File: src/rtl/shifter_bist.sv
`default_nettype none
// ============================================================================
// shifter_bist : exhaustive self-test initiator/checker for a 4-bit barrel
//                shifter. Rev 1.0
// ============================================================================
module shifter_bist #(
  parameter int DUT_LAT = 1,
  parameter bit ROTATE  = 1'b0
) (
  input  logic       clk,
  input  logic       rst_n,
  input  logic       start,
  output logic       busy,
  output logic       done,
  output logic       pass,
  output logic [7:0] err_count,
  output logic [6:0] first_fail_vec,
  output logic [3:0] data_o,
  output logic [1:0] shift_o,
  output logic       dir_o,
  input  logic [3:0] result_i
);

  localparam int NSTG = DUT_LAT + 1;

  typedef enum logic [1:0] {
    S_IDLE  = 2'd0,
    S_RUN   = 2'd1,
    S_DRAIN = 2'd2,
    S_DONE  = 2'd3
  } state_t;

  state_t               state_q;
  logic [6:0]           idx_q;
  logic                 fail_seen_q;
  logic [NSTG-1:0]      pv_q;
  logic [NSTG-1:0][3:0] pexp_q;
  logic [NSTG-1:0][6:0] pidx_q;

  logic       accept;
  logic       launch;
  logic [6:0] lidx;
  logic       cmp;
  logic       mism;
  logic       last;
  logic [7:0] err_d;

  // Vector index packs as {dir, shift[1:0], data[3:0]}.
  function automatic logic [3:0] ref_model(input logic [6:0] v);
    logic [7:0] dd;
    logic [7:0] l;
    logic [7:0] r;
    dd = {v[3:0], v[3:0]};
    l  = dd << v[5:4];
    r  = dd >> v[5:4];
    if (ROTATE) begin
      return v[6] ? l[7:4] : r[3:0];
    end
    return v[6] ? (v[3:0] << v[5:4]) : (v[3:0] >> v[5:4]);
  endfunction

  assign accept = start && ((state_q == S_IDLE) || (state_q == S_DONE));
  assign launch = accept || (state_q == S_RUN);
  assign lidx   = (state_q == S_RUN) ? idx_q : 7'd0;
  assign cmp    = pv_q[NSTG-1];
  assign mism   = cmp && (result_i != pexp_q[NSTG-1]);
  assign last   = cmp && (pidx_q[NSTG-1] == 7'd127);
  assign err_d  = err_count + {7'd0, mism};

  always_ff @(posedge clk or negedge rst_n) begin
    if (!rst_n) begin
      state_q        <= S_IDLE;
      idx_q          <= 7'd0;
      fail_seen_q    <= 1'b0;
      pv_q           <= '0;
      pexp_q         <= '0;
      pidx_q         <= '0;
      busy           <= 1'b0;
      done           <= 1'b0;
      pass           <= 1'b0;
      err_count      <= 8'd0;
      first_fail_vec <= 7'd0;
      data_o         <= 4'd0;
      shift_o        <= 2'd0;
      dir_o          <= 1'b0;
    end else begin
      // Expected-value pipeline tracks the shifter's latency plus our drive register.
      pv_q[0]   <= launch;
      pexp_q[0] <= ref_model(lidx);
      pidx_q[0] <= lidx;
      for (int k = 1; k < NSTG; k++) begin
        pv_q[k]   <= pv_q[k-1];
        pexp_q[k] <= pexp_q[k-1];
        pidx_q[k] <= pidx_q[k-1];
      end

      {dir_o, shift_o, data_o} <= launch ? lidx : 7'd0;

      if (mism) begin
        err_count <= err_d;
        if (!fail_seen_q) begin
          first_fail_vec <= pidx_q[NSTG-1];
          fail_seen_q    <= 1'b1;
        end
      end

      case (state_q)
        S_IDLE, S_DONE: begin
          if (start) begin
            state_q        <= S_RUN;
            idx_q          <= 7'd1;
            busy           <= 1'b1;
            done           <= 1'b0;
            pass           <= 1'b0;
            err_count      <= 8'd0;
            first_fail_vec <= 7'd0;
            fail_seen_q    <= 1'b0;
          end
        end
        S_RUN: begin
          idx_q <= idx_q + 7'd1;
          if (idx_q == 7'd127) begin
            state_q <= S_DRAIN;
          end
        end
        S_DRAIN: begin
          if (last) begin
            state_q <= S_DONE;
            busy    <= 1'b0;
            done    <= 1'b1;
            pass    <= (err_d == 8'd0);
          end
        end
        default: state_q <= S_IDLE;
      endcase
    end
  end

endmodule
`default_nettype wire

File: config.mk
export PLATFORM = sky130hd
export DESIGN_NAME = shifter_bist
export DESIGN_NICKNAME = d
export VERILOG_FILES = /design/src/rtl/shifter_bist.sv
export SDC_FILE = /design/constraint.sdc
export NUM_CORES = 1
export LEC_CHECK = 0
export BUFFER_PORTS_ARGS = -buffer_cell sky130_fd_sc_hd__buf_2
export CORE_MARGIN = 2
export CORE_UTILIZATION = 30
export CTS_CLUSTER_DIAMETER = 40
export DETAILED_ROUTE_END_ITERATION = 12
export PLACE_DENSITY = 0.47
export SLEW_MARGIN = 20
export SYNTH_ARGS = -nofsm -noshare
export SYNTH_HDL_FRONTEND = slang
export SYNTH_SLANG_ARGS = --single-unit
File: constraint.sdc
create_clock -name clk -period 3.5 [get_ports clk]
set_input_delay 0.525 -clock clk [delete_from_list [all_inputs] [get_ports clk]]
set_output_delay 0.525 -clock clk [all_outputs]
set_load 0.02 [all_outputs]
# Word-level counts from Yosys, hierarchy flattened
# Cells that the tools add are included.
[totals]
regBits = 59
wordCells = 69
[classes]
n_addsub = 2
n_eq_ne = 9
n_shift = 2
muxes = 27
reduce_logical = 13
[op_table]
columns = ["op", "n"]
rows = [
  ["2-to-1 mux 7 bit", 7],
  ["2-to-1 mux 8 bit", 3],
  ["== test 7 bit (second input constant)", 2],
  ["one-hot mux 7 bit (2 select lines)", 1],
  ["adder 8 x 1 -> 8 bit", 1],
  ["zero test 8 bit", 1],
  ["2-to-1 mux 1 bit", 8],
  ["adder 7 x 1 -> 7 bit (second input constant)", 1],
  ["2-to-1 mux 2 bit", 3],
  ["one-hot mux 1 bit (2 select lines)", 3],
  ["one-hot mux 2 bit (3 select lines)", 1],
  ["AND reduction 3 bit", 2],
  ["== test 2 bit (second input constant)", 2],
  ["2-to-1 mux 4 bit", 1],
  ["inequality test 2 bit (second input constant)", 2],
  ["inequality test 4 bit", 1],
  ["nonzero test 2 bit", 2],
  ["left shift 4 x 2 -> 4 bit", 1],
  [">> shifter 4 x 2 -> 4 bit", 1],
  ["logical AND 1 bit", 3],
  ["== test 2 x 1 -> 1 bit (second input constant)", 1],
  ["zero test 2 bit", 1],
  ["logical OR 1 bit", 2],
  ["inequality test 2 x 1 -> 1 bit (second input constant)", 1],
  ["other kinds (2)", 2],
]

# Longest topological paths before layout
[logic_depth]
depth_word = 6
depth_mapped = 10
mapped_depth_nobuf = 9

# Worst setup path after synthesis
# No wires, ideal clock.
[synth_timing]
path_kind = "in2reg"
start = "input port result_i[2]"
end = "register pass"
t_arrival_ns = 2.583
required_time_ns = 3.380
setup_slack_ns = 0.797
path_stages = 10
path_cell_list = "xor2_1 o41ai_4 inv_2 buf_6 ha_1 ha_1 xnor2_1 a31oi_1 and4b_1 a31o_2"
[synth_between]
elab_chain_cells = 6
[synth_lines]
columns = ["item", "line", "text"]
rows = [
  ["start, declared", "21", "input logic [3:0] result_i"],
  ["inequality test 4 bit", "66", "assign mism = cmp && (result_i != pexp_q[NSTG-1]);"],
  ["logical AND 1 bit", "66", ""],
  ["adder 8 x 1 -> 8 bit", "68", "assign err_d = err_count + {7'd0, mism};"],
  ["zero test 8 bit", "131", "pass <= (err_d == 8'd0);"],
  ["2-to-1 mux 1 bit", "127", "if (last) begin"],
  ["one-hot mux 1 bit (2 select lines)", "107", "case (state_q)"],
  ["end signal, assigned", "131", ""],
  ["end, declared", "15", "output logic pass,"],
]
# No other way between the ends. The select of a mux whose other input is x is not followed.
# A chain may end at the register's enable or synchronous reset.

# Worst setup path after layout
[layout_timing]
start = "register pexp_q[5] (netlist name)"
end = "register pass"
[layout_between]
elab_chain_cells = 6
[layout_lines]
columns = ["item", "line", "text"]
rows = [
  ["start, declared", "37", "logic [NSTG-1:0][3:0] pexp_q;"],
  ["start signal, assigned by index", "93", "pexp_q[k] <= pexp_q[k-1];"],
  ["inequality test 4 bit", "66", ""],
  ["logical AND 1 bit", "66", ""],
  ["adder 8 x 1 -> 8 bit", "68", ""],
  ["zero test 8 bit", "131", ""],
  ["2-to-1 mux 1 bit", "127", ""],
  ["one-hot mux 1 bit (2 select lines)", "107", ""],
]
# No other way between the ends. The select of a mux whose other input is x is not followed.

==> results.toml <==
[run]
drv_cap = 0

[clocking]
worstSkewPairLatency_ns = 0.31
cts_tree = "done"
postCtsSetupBuffers = 0
cts_resized = 0
root_buffer = "clkbuf_8"
cts_buffers = 5
cts_num_sinks = 52
ctsHoldBuffers = 0
htreeDepth = 2
clock_path_buffers = 2
cts.reportedPaths.clkPinSlew_ns = 0.10

[sta]
slew_violations = 0
skew_ns = 0.00539
worst_pin_slew_ns = 0.941
final-setup-viol-count = 0
period_share_pct = 71.5
slew_headroom_pct = 37.3
rsz0062_at_grt = "no"
finalHoldViolCount = 0
tns_ns = 0
fmax_mhz = 399
period_needed_ns = 2.50

[power_and_ir_drop]
ir_drop_uv = 180
p_per_area_nw_per_um2 = 711
p_leak_nw = 1.32
internal_power_w = 0.00118
switching_share_pct = 41.5
p_comb_share_pct = 37.9
switchingPower_w = 0.000840
p_seq_share_pct = 44.3
power.share.clock_pct = 17.8

[drt]
post-route-drc-count = 0
wl_per_cell_um = 14.2
vias = 1858
viasPerCell = 4.90
first_pass_iters = 4
detail-route-antenna-nets = 0
drt_wl_total_mm = 5.39
drtIter0Drc = 80

[global_routing]
grt_max_degree = 44
grt_pass1_vias = 1842
grt_pass1_wl_mm = 9.27
antenna_found_initial = 0
grt_usage_pct = 13.0
grt-ovfl-total = 0

[placement]
gp_congestion = 0.769
dp_hpwl_mm = 3.88
placed_cell_area_sq_um = 2750
io_buffers = 31

[die]
die-area_sq_um = 9280
core_sq_um = 8260
die_h_um = 96.3
rows = 33
start_util_pct = 31.0
ios = 32
die_w_um = 96.3

[synthesis]
ys_seq_area_share_pct = 50.9
synthAdderAreaFrac_pct = 2.94
ys_ff_latch = 52
synthArstFlopShare_pct = 100
netlist_top_cells_area = "dfrtp_1, a21oi_1, ha_1"
yosysUniqueCellTypes = 46
synth_top_cell_by_area = "dfrtp_1"
synthXorXnorAreaFrac_pct = 3.77
synth_edf_count = 0
syn-cell-area_sq_um = 2560
synth-main-ff-cell = "dfrtp_1"
syn_nets = 266
synth-simple-area-share_pct = 16.2
synth_top_family_by_area = "compound AO/OA/AOI/OAI gates"
synthCells = 253
synth_warnings = 0
synthMuxAreaShare_pct = 3.18
synth.avg_cell_area_sq_um = 10.1
synth-compound-area-share_pct = 16.6
synth_top_area_share_pct = 50.9

[cells_and_area]
fin_area_sq_um = 2840
fillers = 878
area_growth_pct = 11.2
fin_util_pct = 34.4
diodes = 0
mostFrequentLayoutCell = "dfrtp_1"
final_cell_mix = "dfrtp_1, buf_2, nand2_1, a21oi_1, nor2_1"
layout-drive-gt1-share_pct = 19.3
nNetsFinal = 286

[critical_path]
critPathLaunchType = "register"
crit_arrival_ns = 2.71
setup.worst_path.end_class = "register"
cp_data_required_time_ns = 3.71
rr_worst_depth = 9
critical_path_class = "register to register"
critPathMaxFanout = 12

[worst_hold_path]
hold_class = "primary input to asynchronous set/reset pin"

[run_status]
outcome = "finished clean"
## logic make-up (layout without fill, tap and decap cells)
| group | after synthesis | count (layout) |
|---|---|---|
| adders and majority gates | 6 | 6 |
| and+or+nand+nor | 78 | 78 |
| AOI/OAI and AO/OA | 65 | 65 |
| xor gates and xnor gates | 11 | 11 |
| muxes | 8 | 8 |
| buffers and inverters | 33 | 54 |
| DFF | 52 | 52 |
## synthesized netlist by cell type (2+ instances only)
cell      count
a31o_2        2
nand2_1      17
buf_4         6
xnor2_1       5
nor3_1        2
buf_2         2
xor2_1        6
ha_1          6
o22ai_1       2
o21ai_1       9
nor2b_1       2
a211oi_1      2
and2_1        7
nor2_1       14
or3_1         4
inv_1        11
nand2b_1      2
and3_1        2
a21o_1        2
mux2i_1       7
clkbuf_1     11
dfrtp_1      52
a21oi_1      17
a31oi_1       3
o21ai_0      12
a22o_1        2
a21oi_2       5
or4_1         3
nor4_1        2
nand4_1       4
buf_6         2
nand3b_1      8
nand3_1       9
## sequential cells by signal (all words and copies together), names as in the netlist
name,cells
busy,1
dir_o,1
done,1
err_count,8
fail_seen_q,1
first_fail_vec,7
idx_q,7
pass,1
pexp_q,8
pidx_q,13
pv_q,2
state_q,2
## worst paths after layout
| kind | start | to | slack (ns) |
|---|---|---|---|
| setup / recovery | pexp_q[5] | pass | 1.0 |
| hold / removal | rst_n | first_fail_vec[1] | 0.35 |
| setup reg to reg | pexp_q[5] | pass | 1.0 |
| hold reg to reg | pexp_q[1] | pexp_q[5] | 0.36 |
| max in group asynchronous | rst_n | idx_q[5] | 2.44 |
| min in group clk | pexp_q[1] | pexp_q[5] | 0.36 |
## area by class of cell
type / instances / area, sq um / share of cell area (%)
sequential: 52 / 1300 / 45.8
multi-input combinational: 168 / 1090 / 38.4
timing repair buffer: 34 / 178 / 6.25
tap: 105 / 131 / 4.62
clock buffer: 5 / 68.8 / 2.42
inverter: 12 / 45.0 / 1.58
clock inverter: 3 / 27.5 / 0.968
## stage by stage
step | power, W | hold slack, ns | instances | worst slack (ns)
4_1_cts | 0.00206 | 0.359 | 379 | 0.973
2_1_floorplan | 0.00151 | 0.229 | 253 | 0.797
5_1_grt | 0.00220 | 0.367 | 379 | 0.845
6_report | 0.00202 | 0.348 | 379 | 0.996
3_5_place_dp | 0.00169 | 0.336 | 371 | 0.754
3_3_place_gp | 0.00168 | 0.334 | 371 | 0.818
## routing by layer
layer  wire length (um)  vias to the layer above  GRT usage [%]
met2               2590                       33           21.1
met5                  0                        -              0
met3                200                        7           2.58
met4                 73                        0           4.23
li1                   -                      915              -
met1               2520                      903           17.3
## power groups by stage
stage,Combinational (W),Clock [W],Sequential [W]
2_1_floorplan,0.000648,0,0.000858
3_3_place_gp,0.000769,0,0.000910
3_5_place_dp,0.000776,0,0.000912
4_1_cts,0.000779,0.000387,0.000898
5_1_grt,0.000869,0.000407,0.000924
6_report,0.000766,0.000360,0.000897
## worst max-delay path, cell delays in order, from the launching register on
cell and delay (ns):
dfrtp_1 0.41, xor2_1 0.19, o41ai_4 0.36, inv_2 0.16, ha_1 0.25, ha_1 0.27
xnor2_1 0.15, a31oi_1 0.18, and4b_1 0.21, a31o_2 0.24
No activity file was read; power rests on OpenSTA's default activity.
